`src/rtl/seg_scan_controller.sv`:
```
// -----------------------------------------------------------------------------
// seg_scan_controller
//
// Time-multiplexed scan controller for a common-anode seven-segment display.
// One shared BCD-to-segment decoder is fed one digit at a time on bcd_out while
// the matching active-low anode is pulled low. Between digits, every anode is
// held off for a guard interval to suppress ghosting. New display values arrive
// over a valid/ready handshake. They are staged and only committed at a frame
// boundary, or immediately while the display is off, so a frame never shows a
// mix of old and new digits.
//
// Ports:
//   clk         system clock, rising edge
//   rst_n       asynchronous active-low reset
//   en          scan enable (0 = display dark)
//   blank_lz    1 = blank leading zeros (digit 0 is never blanked)
//   load_valid  load_data is valid
//   load_ready  controller can accept load_data (no value staged)
//   load_data   packed BCD, digit 0 (rightmost) in bits [3:0]
//   bcd_out     BCD code for the shared decoder, 4'hF = blank
//   anode       active-low digit enables, at most one bit low
//   frame_done  one-cycle pulse after the last digit's dwell ends
// -----------------------------------------------------------------------------
module seg_scan_controller #(
    parameter int NUM_DIGITS   = 4,
    parameter int REFRESH_DIV  = 50000,
    parameter int GUARD_CYCLES = 500
) (
    input  logic                    clk,
    input  logic                    rst_n,
    input  logic                    en,
    input  logic                    blank_lz,
    input  logic                    load_valid,
    output logic                    load_ready,
    input  logic [4*NUM_DIGITS-1:0] load_data,
    output logic [3:0]              bcd_out,
    output logic [NUM_DIGITS-1:0]   anode,
    output logic                    frame_done
);

    // One counter serves both dwell intervals, so it is sized for the longer one.
    localparam int CNT_MAX = (REFRESH_DIV > GUARD_CYCLES) ? REFRESH_DIV : GUARD_CYCLES;
    localparam int CNT_W   = (CNT_MAX > 1) ? $clog2(CNT_MAX) : 1;
    localparam int IDX_W   = $clog2(NUM_DIGITS);

    localparam logic [CNT_W-1:0] SHOW_LAST  = CNT_W'(REFRESH_DIV - 1);
    localparam logic [CNT_W-1:0] GUARD_LAST = CNT_W'(GUARD_CYCLES - 1);
    localparam logic [IDX_W-1:0] IDX_LAST   = IDX_W'(NUM_DIGITS - 1);

    typedef enum logic [1:0] {
        ST_OFF   = 2'd0,
        ST_GUARD = 2'd1,
        ST_SHOW  = 2'd2
    } state_t;

    state_t                  state_q, state_d;
    logic [IDX_W-1:0]        idx_q, idx_d;
    logic [CNT_W-1:0]        cnt_q, cnt_d;
    logic [4*NUM_DIGITS-1:0] disp_q, disp_d;
    logic [4*NUM_DIGITS-1:0] pend_q, pend_d;
    logic                    pend_valid_q, pend_valid_d;
    logic [NUM_DIGITS-1:0]   anode_q, anode_d;
    logic [3:0]              bcd_q, bcd_d;
    logic                    frame_done_q, frame_done_d;

    // Set by the next-state logic on the SHOW(last digit) -> GUARD edge.
    logic                    frame_end;

    // -------------------------------------------------------------------------
    // Leading-zero blanking. upper_zero[i] is 1 when digits i..NUM_DIGITS-1 of
    // the committed value are all zero. Digit 0 is never blanked, so it needs
    // no entry.
    // -------------------------------------------------------------------------
    logic [NUM_DIGITS:1] upper_zero;
    logic [3:0]          digit_disp [NUM_DIGITS];

    assign upper_zero[NUM_DIGITS] = 1'b1;

    for (genvar gi = 0; gi < NUM_DIGITS; gi++) begin : g_digit
        if (gi == 0) begin : g_lsd
            assign digit_disp[gi] = disp_q[3:0];
        end else begin : g_upper
            if (gi < NUM_DIGITS) begin : g_run
                assign upper_zero[gi] = (disp_q[4*gi +: 4] == 4'h0) && upper_zero[gi+1];
            end
            assign digit_disp[gi] = (blank_lz && upper_zero[gi]) ? 4'hF : disp_q[4*gi +: 4];
        end
    end

    // -------------------------------------------------------------------------
    // State register
    // -------------------------------------------------------------------------
    always_ff @(posedge clk or negedge rst_n) begin
        if (!rst_n) begin
            state_q      <= ST_OFF;
            idx_q        <= '0;
            cnt_q        <= '0;
            disp_q       <= '0;
            pend_q       <= '0;
            pend_valid_q <= 1'b0;
            anode_q      <= '1;
            bcd_q        <= 4'hF;
            frame_done_q <= 1'b0;
        end else begin
            state_q      <= state_d;
            idx_q        <= idx_d;
            cnt_q        <= cnt_d;
            disp_q       <= disp_d;
            pend_q       <= pend_d;
            pend_valid_q <= pend_valid_d;
            anode_q      <= anode_d;
            bcd_q        <= bcd_d;
            frame_done_q <= frame_done_d;
        end
    end

    // -------------------------------------------------------------------------
    // Next-state logic: scan FSM, dwell counter, digit index, load staging
    // -------------------------------------------------------------------------
    always_comb begin
        state_d      = state_q;
        idx_d        = idx_q;
        cnt_d        = cnt_q;
        disp_d       = disp_q;
        pend_d       = pend_q;
        pend_valid_d = pend_valid_q;
        frame_end    = 1'b0;

        unique case (state_q)
            ST_OFF: begin
                idx_d = '0;
                cnt_d = '0;
                if (en) begin
                    state_d = ST_GUARD;
                end
            end
            ST_GUARD: begin
                if (!en) begin
                    state_d = ST_OFF;
                    idx_d   = '0;
                    cnt_d   = '0;
                end else if (cnt_q == GUARD_LAST) begin
                    state_d = ST_SHOW;
                    cnt_d   = '0;
                end else begin
                    cnt_d = cnt_q + CNT_W'(1);
                end
            end
            ST_SHOW: begin
                if (!en) begin
                    state_d = ST_OFF;
                    idx_d   = '0;
                    cnt_d   = '0;
                end else if (cnt_q == SHOW_LAST) begin
                    state_d   = ST_GUARD;
                    cnt_d     = '0;
                    frame_end = (idx_q == IDX_LAST);
                    idx_d     = (idx_q == IDX_LAST) ? '0 : idx_q + IDX_W'(1);
                end else begin
                    cnt_d = cnt_q + CNT_W'(1);
                end
            end
            default: begin
                state_d = ST_OFF;
                idx_d   = '0;
                cnt_d   = '0;
            end
        endcase

        // A transfer needs pend_valid_q=0 and a commit needs pend_valid_q=1,
        // so the two can never coincide.
        if (pend_valid_q && ((state_q == ST_OFF) || frame_end)) begin
            disp_d       = pend_q;
            pend_valid_d = 1'b0;
        end
        if (load_valid && !pend_valid_q) begin
            pend_d       = load_data;
            pend_valid_d = 1'b1;
        end
    end

    // -------------------------------------------------------------------------
    // Output logic. It is computed from the next state, so anode and bcd_out
    // update together on the edge that enters SHOW. There is never a cycle
    // with an anode low and a stale code.
    // -------------------------------------------------------------------------
    always_comb begin
        anode_d      = '1;
        bcd_d        = 4'hF;
        frame_done_d = frame_end;
        if (state_d == ST_SHOW) begin
            anode_d[idx_d] = 1'b0;
            bcd_d          = digit_disp[idx_d];
        end
    end

    assign anode      = anode_q;
    assign bcd_out    = bcd_q;
    assign frame_done = frame_done_q;
    assign load_ready = ~pend_valid_q;

endmodule

```
`config.mk`:
```
export PLATFORM = sky130hd
export DESIGN_NAME = seg_scan_controller
export DESIGN_NICKNAME = d
export VERILOG_FILES = /design/src/rtl/seg_scan_controller.sv
export SDC_FILE = /design/constraint.sdc
export NUM_CORES = 1
export LEC_CHECK = 0
export CORE_UTILIZATION = 55
export CTS_BUF_LIST = sky130_fd_sc_hd__clkbuf_2 sky130_fd_sc_hd__clkbuf_4 sky130_fd_sc_hd__clkbuf_8
export DETAILED_ROUTE_END_ITERATION = 12
export GPL_ROUTABILITY_DRIVEN = 0
export HOLD_SLACK_MARGIN = 0.08
export PLACE_DENSITY = 0.77
export REMOVE_ABC_BUFFERS = 1
export SKIP_CTS_REPAIR_TIMING = 1
export SLEW_MARGIN = 20
export SYNTH_ARGS = -nofsm -noshare
export SYNTH_HDL_FRONTEND = slang
export SYNTH_SLANG_ARGS = --single-unit
```
`constraint.sdc`:
```
create_clock -name clk -period 7.45 [get_ports clk]
set_input_delay 1.8625 -clock clk [delete_from_list [all_inputs] [get_ports clk]]
set_output_delay 1.8625 -clock clk [all_outputs]
set_load 0.02 [all_outputs]
```
==> flow_summary.yaml, run 1 <==
synth:
  yosysTopAreaCell: "dfrtp_1"
  synth_common_cells: "dfrtp_1, nor2_1, mux2_2, nand2_1, inv_1"
  yosys.area.top_type_share_pct: 43.1
  synth_cell_types: 54
  synth_edf_count: 0
  ys_seq_area_share_pct: 49.8
  syn_area_um2: 3140
  avgSynthCellArea_um2: 12.0
  ys_async_sr_fraction_pct: 100
  ys_ff_latch: 62
  synth_most_common_cell: "dfrtp_1"
  synth.top_cells.by_area: "dfrtp_1, mux2_2, dfstp_2"
  synth_warnings: 0
  synthCells: 261
  ys.flop_type: "dfrtp_1"
layout:
  seqCellArea_um2: 1560
  multiInputGateArea_um2: 1460
  fill_cells: 414
  design_area_um2: 3680
  drive_gt1_share_pct: 26.7
  num_antenna_cells: 0
  fin_nets: 322
  syn2layout_area_growth_pct: 17.5
global_routing:
  overflow: 0
  grt_antenna_before_repair: 0
  grt_pass1_wl_mm: 9.30
  grt_pass1_vias: 1949
  grt_max_degree: 63
  grt_usage_pct: 20.5
setup_path:
  path_max_fanout: 5
  critPathLaunchType: "input port"
  worstSetupPathType: "in2reg"
  cp-end-kind: "flop"
  required_ps: 7730
  arrival_ps: 4000
placement:
  pre_cts_slack_ps: 3380
  placed_area_um2: 3470
  io_buffers: 30
  hpwl_mm: 3.84
sta:
  setup_viol: 0
  slew_headroom_pct: 49.7
  max_slew.worst_pin.slew_ps: 754
  fin_crit_sh_pct: 50.0
  grt_setup_unrepaired: "no"
  timing.setup.tns_ps: 0
  skew_ps: 5.89
  fin_ws_ps: 3730
  clock.fmax_ghz: 0.269
  finalMaxSlewViolations: 0
  final_hold_viol_count: 0
  final.min_clock_period_ps: 3720
power_and_ir_drop:
  combinationalPowerShare_pct: 29.1
  p_sw_share_pct: 30.1
  internal-power_uw: 834
  pwr-share-clk_pct: 27.1
  vdd_drop_max_mv: 0.230
  p_leak_uw: 0.00146
  p_sw_uw: 358
  pwr-share-seq_pct: 43.8
  power_density_nw_per_um2: 324
worst_hold_path:
  hold_class: "reg2reg"
floorplanning:
  die_area_um2: 6010
  die_w_um: 77.5
  rows: 27
  die_y_um: 77.5
  start_util_pct: 56.9
  core_area_um2: 5510
  num_io_pins: 31
run:
  drv_cap: 0
cts:
  insertion_delay_ps: 350
  clkSlewWorstSetupHoldPaths_ps: 70
  cts_tree: "yes"
  cts_buffers: 9
  cts_root_buf: "clkbuf_8"
  clock_sinks: 62
  htree_levels: 3
  clockBufferDepth: 2
status:
  status: "finished, final reports clean"
routing:
  wl_per_cell_um: 14.6
  drc_errors: 0
  vias: 2086
  antenna_left: 0
  drtIter0Drc: 80
  drt-total-wl_mm: 5.43
  avgViaCountPerCell: 5.61
  first_pass_iters: 4
logic make-up (layout without fill, tap and decap cells):
group	after synthesis	count (layout)	synth area share, %
xor gates and xnor gates	14	14	3.91
muxes	40	40	16.0
buffers and inverters	20	59	3.51
DFF	62	62	49.8
and+or+nand+nor	86	86	15.8
adders and majority gates	6	6	2.39
AOI/OAI and AO/OA	33	33	8.58
worst max-delay path, stage by stage:
cell and delay [ps]:
clkdlybuf4s50_1 530, or4b_2 640, nor4_1 480, nor2_1 70, mux2_2 280, a22oi_2 140
worst paths after layout:
kind | cells past startpoint | from | end | slack (ps)
max in group asynchronous | 2 | rst_n | cnt_q[8] | 5290
min in group asynchronous | 2 | rst_n | pend_q[0] | 1670
min | 1 | cnt_q[0] | cnt_q[0] | 490
max | 6 | blank_lz | bcd_out[2] | 3730
max reg2reg | 6 | cnt_q[0] | bcd_out[2] | 4710
min reg2reg | 1 | cnt_q[0] | cnt_q[0] | 490
area by class of cell:
cell class | instances | area share [%]
clock buffers | 10 | 3.57
clock inverters | 6 | 2.34
inverters | 11 | 1.12
multi-input cells | 179 | 39.7
flip-flops and latches | 62 | 42.4
well taps | 72 | 2.44
repair buffers | 32 | 8.42
per-layer routing:
layer  vias to the layer above  part of all wire [%]  global-route usage [%]
li1                       1023                     -                       -
met1                      1017                    48                    27.3
met2                        39                    47                    30.5
met3                         7                   4.5                    7.29
met4                         0                   1.2                    7.92
met5                         -                     0                       0
power groups by stage:
| stage | Clock [µW] | Sequential, µW | Combinational, µW |
|---|---|---|---|
| 2_1_floorplan | 0 | 508 | 270 |
| 3_3_place_gp | 0 | 525 | 339 |
| 3_5_place_dp | 0 | 529 | 351 |
| 4_1_cts | 330 | 523 | 352 |
| 5_1_grt | 344 | 538 | 381 |
| 6_report | 323 | 523 | 347 |
registers in the layout, indices dropped and copies added, names as in the netlist:
| name | cells |
|---|---|
| anode | 4 |
| bcd_out | 4 |
| cnt_q | 16 |
| disp_q | 16 |
| frame_done | 1 |
| idx_q | 2 |
| pend_q | 16 |
| pend_valid_q | 1 |
| state_q | 2 |
through the flow:
stage	power, µW	utilization (%)	instances	hold WS [ps]
after floorplan	778	-	252	455
after global placement	864	63.0	356	476
after detailed placement	880	63.0	356	485
after CTS	1200	66.9	372	490
after global routing	1260	66.9	372	524
final	1190	66.9	372	491
cells in the final DEF, fill, tap and decap left out, types with 2 or more instances in the layout:
cell	n
xor2_1	7
mux2_4	9
or2_2	5
dfrtp_1	54
or4_1	3
mux2_2	25
nor3_1	7
a21o_1	2
bufinv_16	2
nor2_1	27
clkdlybuf4s50_1	29
o21a_1	2
nor4_1	4
dfstp_2	8
o311ai_0	3
a21oi_1	4
nand2_1	12
nor4b_1	2
nand3_1	6
clkbuf_8	9
xnor2_1	7
mux2i_4	2
o21ai_0	3
nand4_1	5
ha_1	6
nand4bb_2	2
inv_1	11
o2111ai_1	8
mux2i_1	4
clkinv_2	2
buf_4	2
Note: power is estimated with default switching activity, not from simulation.
==> inputs of run 2 (changes only) <==
CORE_UTILIZATION = 53   (was 55)
PLACE_DENSITY = 0.78   (was 0.77)
clock period = 3.2 ns   (was 7.45 ns; I/O delays follow)
==> run 2 against run 1 <==
Compared with the run above: register-to-register slack lost 4300 ps; sequential cell count unchanged; sequential power is 130% higher; final area up 0.95%; global-route usage rose by 1.3 points; die area increased by 3.7%; via count rose by 1.6%; cell count up 0.81%; largest cell class unchanged.
==> flow_summary.yaml, run 2 (same netlist as run 1, synthesis figures left out) <==
status:
  status: "finished, final reports clean"
setup_path:
  arrival_ps: 3050
  worstSetupPathType: "reg2reg"
  cp.buffers_inverters: 0
  path_max_fanout: 11
  crit_chain: "ha_1 > or3b_4 > or4_4 > o311ai_1 > and4bb_1 > a22oi_2"
  reg2regPathDepth: 6
  required_ps: 3470
  r2r_end: "bcd_out[2]"
  timing.rr.start: "cnt_q[0]"
  max_stage_delay_ps: 680
  rrSetupSlack_ps: 410
  crit_slowest_cell: "or4_4"
  critPathLaunchType: "flop"
  path_delay_family: "simple AND/OR/NAND/NOR gates"
  cp-end-kind: "flop"
routing:
  wl_per_cell_um: 15.8
  vias: 2119
  dr_wl_met3_um: 215
  drc_errors: 0
  top_layer: "met4"
  antenna_left: 0
  avgViaCountPerCell: 5.65
  wl_met2_mm: 2.78
  m1WireLength_mm: 2.85
  drt-total-wl_mm: 5.94
  drtIter0Drc: 102
  first_pass_iters: 4
global_routing:
  grt_pass1_wl_mm: 10.1
  grt_usage_pct: 21.7
  grt_pass1_vias: 2152
  grt_max_degree: 36
  overflow: 0
  grt_antenna_before_repair: 0
power_and_ir_drop:
  vdd_drop_max_mv: 0.548
  power_density_nw_per_um2: 756
  p_leak_uw: 0.00148
layout:
  mostFrequentLayoutCell: "dfrtp_1"
  num_antenna_cells: 0
  reg_top3: "cnt_q: 16 flops, disp_q: 16 flops, pend_q: 16 flops"
  final_cell_mix: "dfrtp_1, clkdlybuf4s50_1, nor2_1"
  fin_nets: 325
  syn2layout_area_growth_pct: 18.6
  drive_gt1_share_pct: 27.4
  design_area_um2: 3720
sta:
  slew_headroom_pct: 56.1
  final_hold_viol_count: 0
  grt_setup_unrepaired: "no"
  skew_ps: 12.7
  max_slew.worst_pin.slew_ps: 658
  setup_viol: 0
  finalMaxSlewViolations: 0
  clock.fmax_ghz: 0.359
  timing.setup.tns_ps: 0
  fin_crit_sh_pct: 87.1
  final.min_clock_period_ps: 2790
cts:
  clock_sinks: 62
  insertion_delay_ps: 340
  cts_root_buf: "clkbuf_8"
  cts_buffers: 9
  clockBufferDepth: 2
  clkSlewWorstSetupHoldPaths_ps: 70
  cts_tree: "yes"
  htree_levels: 3
floorplanning:
  die_area_um2: 6230
  core_area_um2: 5610
  num_io_pins: 31
  die_y_um: 78.9
  die_w_um: 78.9
  start_util_pct: 55.9
  rows: 27
placement:
  hpwl_mm: 4.10
  placed_area_um2: 3500
  io_buffers: 30
worst_hold_path:
  hold_class: "in2async"
run:
  drv_cap: 0
==> run 2: changes by cell type in the layout (fill, tap and decap cells not counted) <==
cell    previous run  this run
buf_12             0         1
buf_4              2         4
==> run 2: worst max path at each step <==
stage / from / endpoint / slack, ps / cells past startpoint
after CTS: cnt_q[0] / bcd_out[2] / 420 / 6
after detailed placement: blank_lz / bcd_out[2] / 300 / 6
after global routing: cnt_q[0] / bcd_out[1] / 260 / 6
final: cnt_q[0] / bcd_out[2] / 410 / 6
after floorplan: cnt_q[0] / bcd_out[2] / 720 / 6
after global placement: blank_lz / bcd_out[2] / 340 / 6
==> run 2: area by class of cell <==
class | count | area, µm²
Timing Repair Buffer | 35 | 345
Inverter | 11 | 41.3
Clock buffer | 10 | 131
Clock inverter | 6 | 86.3
Tap cell | 72 | 90.1
Sequential cell | 62 | 1560
Fill cell | 470 | 1890
Multi-Input combinational cell | 179 | 1460
==> run 2: metrics by stage <==
step                      util, %  hold WS, ps  instances  power, µW  setup WS, ps
after detailed placement     62.4          493        359       2080           297
after global routing         66.3          514        375       2970           255
final                        66.3          493        375       2810           412
after floorplan                 -          455        252       1810           717
after CTS                    66.3          495        375       2830           423
after global placement       62.4          472        359       2030           338
==> run 2: layer usage <==
layer / up-vias / global-route usage (%)
met5: - / 0
li1: 1027 / -
met2: 48 / 33.7
met1: 1037 / 28.7
met3: 7 / 4.71
met4: 0 / 11.3
==> run 2: worst reg2reg max path, stage by stage, from the launching register on <==
cell,delay (ps)
dfrtp_1,390
ha_1,240
or3b_4,420
or4_4,680
o311ai_1,530
and4bb_1,340
a22oi_2,130
==> run 2: where the power goes <==
part	leakage, µW	switching, µW	internal [µW]	total (µW)
logic	0.000609	363	478	841
clock network	0.000110	303	445	749
registers	0.000763	189	1030	1220
==> inputs of run 3 (changes only) <==
CORE_UTILIZATION = 55   (was 53)
PLACE_DENSITY = 0.77   (was 0.78)
clock period = 2.65 ns   (was 3.2 ns; I/O delays follow)
==> run 3 against run 2 <==
Compared with the run above: final area is 2.3% higher; largest power group unchanged; sequential power is 20% higher; critical path depth stayed put; worst setup slack worse by 240 ps; fmax is 12% higher; clock-buffer cell count stayed put; wire length is 0.61% lower; utilization is 2.8 points higher; die area is 3.5% lower; global-route usage is 0.87 points higher.
==> flow_summary.yaml, run 3 (same netlist as run 1, synthesis figures left out) <==
sta:
  finalMaxSlewViolations: 0
  setup_viol: 0
  fin_crit_sh_pct: 93.7
  slew_headroom_pct: 54.5
  clock.fmax_ghz: 0.403
  fin_ws_ps: 167
  final_hold_viol_count: 0
  whs_ps: 276
  final.min_clock_period_ps: 2480
  max_slew.worst_pin.slew_ps: 679
  timing.setup.tns_ps: 0
  grt_setup_unrepaired: "no"
  skew_ps: 10.9
layout:
  reg_top3: "cnt_q: 16 flops, disp_q: 16 flops, pend_q: 16 flops"
  num_antenna_cells: 0
  fin_nets: 338
  syn2layout_area_growth_pct: 21.4
  final_cell_mix: "dfrtp_1, clkdlybuf4s50_1, nor2_1"
  final_util_pct: 69.1
  mostFrequentLayoutCell: "dfrtp_1"
  drive_gt1_share_pct: 30.4
global_routing:
  overflow: 0
  grt_antenna_before_repair: 0
  grt_usage_pct: 22.6
  grt_pass1_wl_mm: 10.3
  grt_pass1_vias: 2199
  grt_max_degree: 42
setup_path:
  cp-end-kind: "flop"
  arrival_ps: 2730
  path_max_fanout: 7
  critPathLaunchType: "flop"
  required_ps: 2900
  worstSetupPathType: "reg2reg"
  rrSetupSlack_ps: 170
status:
  status: "finished, final reports clean"
floorplanning:
  die_area_um2: 6010
  die_w_um: 77.5
  die_y_um: 77.5
  rows: 27
  num_io_pins: 31
  start_util_pct: 56.9
  core_area_um2: 5510
routing:
  wl_met2_mm: 2.67
  m1WireLength_mm: 2.89
  dr_wl_met3_um: 195
  wl_per_cell_um: 15.2
  antenna_left: 0
  drtIter0Drc: 102
  first_pass_iters: 4
  top_layer: "met4"
  drt-total-wl_mm: 5.90
  drc_errors: 0
  vias: 2184
  avgViaCountPerCell: 5.63
run:
  drv_cap: 0
cts:
  clkSlewWorstSetupHoldPaths_ps: 70
  htree_levels: 3
  cts_root_buf: "clkbuf_8"
  cts_buffers: 9
  clockBufferDepth: 2
  clock_sinks: 62
  cts_tree: "yes"
  insertion_delay_ps: 340
power_and_ir_drop:
  power_density_nw_per_um2: 883
  finalPower_uw: 3360
  p_leak_uw: 0.00154
  vdd_drop_max_mv: 0.617
worst_hold_path:
  hold_class: "in2async"
placement:
  hpwl_mm: 4.18
  pre_cts_slack_ps: -31.0
  io_buffers: 30
run 3: changes by cell type in the layout (fill, tap and decap cells not counted), sizes merged:
| cell | previous run | this run |
|---|---|---|
| buf | 6 | 19 |
| bufinv | 2 | 1 |
| inv | 11 | 12 |
run 3: worst paths after layout:
check | endpoint | cells past startpoint | startpoint
hold reg to reg | disp_q[4] | 1 | pend_q[4]
min in group clk | disp_q[4] | 1 | pend_q[4]
setup / recovery | bcd_out[3] | 6 | cnt_q[1]
setup reg to reg | bcd_out[3] | 6 | cnt_q[1]
max in group asynchronous | bcd_out[2] | 2 | rst_n
hold / removal | disp_q[3] | 1 | rst_n
run 3: final cells by class:
class	count	area (µm²)
clock buffers	10	138
clock inverters	6	68.8
fillers	402	1700
inverters	11	41.3
multi-input cells	179	1460
flip-flops and latches	62	1560
well taps	72	90.1
repair buffers	48	443
run 3: metrics by stage:
stage | cells | area (µm²)
after global routing | 388 | 3810
after CTS | 388 | 3810
after floorplan | 252 | 3070
after global placement | 372 | 3600
final | 388 | 3810
after detailed placement | 372 | 3600
run 3: routing by layer:
layer | vias up | GRT usage [%]
met2 | 44 | 32.7
met4 | 0 | 11.5
met1 | 1073 | 30.7
met3 | 16 | 6.71
li1 | 1051 | -
met5 | - | 0
run 3: power by group:
group | leakage, µW | switching (µW) | internal (µW) | total [µW]
sequential | 0.000763 | 222 | 1250 | 1470
clock | 0.000103 | 386 | 464 | 850
combinational | 0.000675 | 442 | 600 | 1040
total | 0.00154 | 1050 | 2310 | 3360
run 3: critical path, cell delays in order (launching register included):
cell,delay [ps]
dfrtp_1,380
ha_1,170
or3b_4,400
or4_4,530
mux2i_4,260
o311ai_0,470
o2111ai_1,180
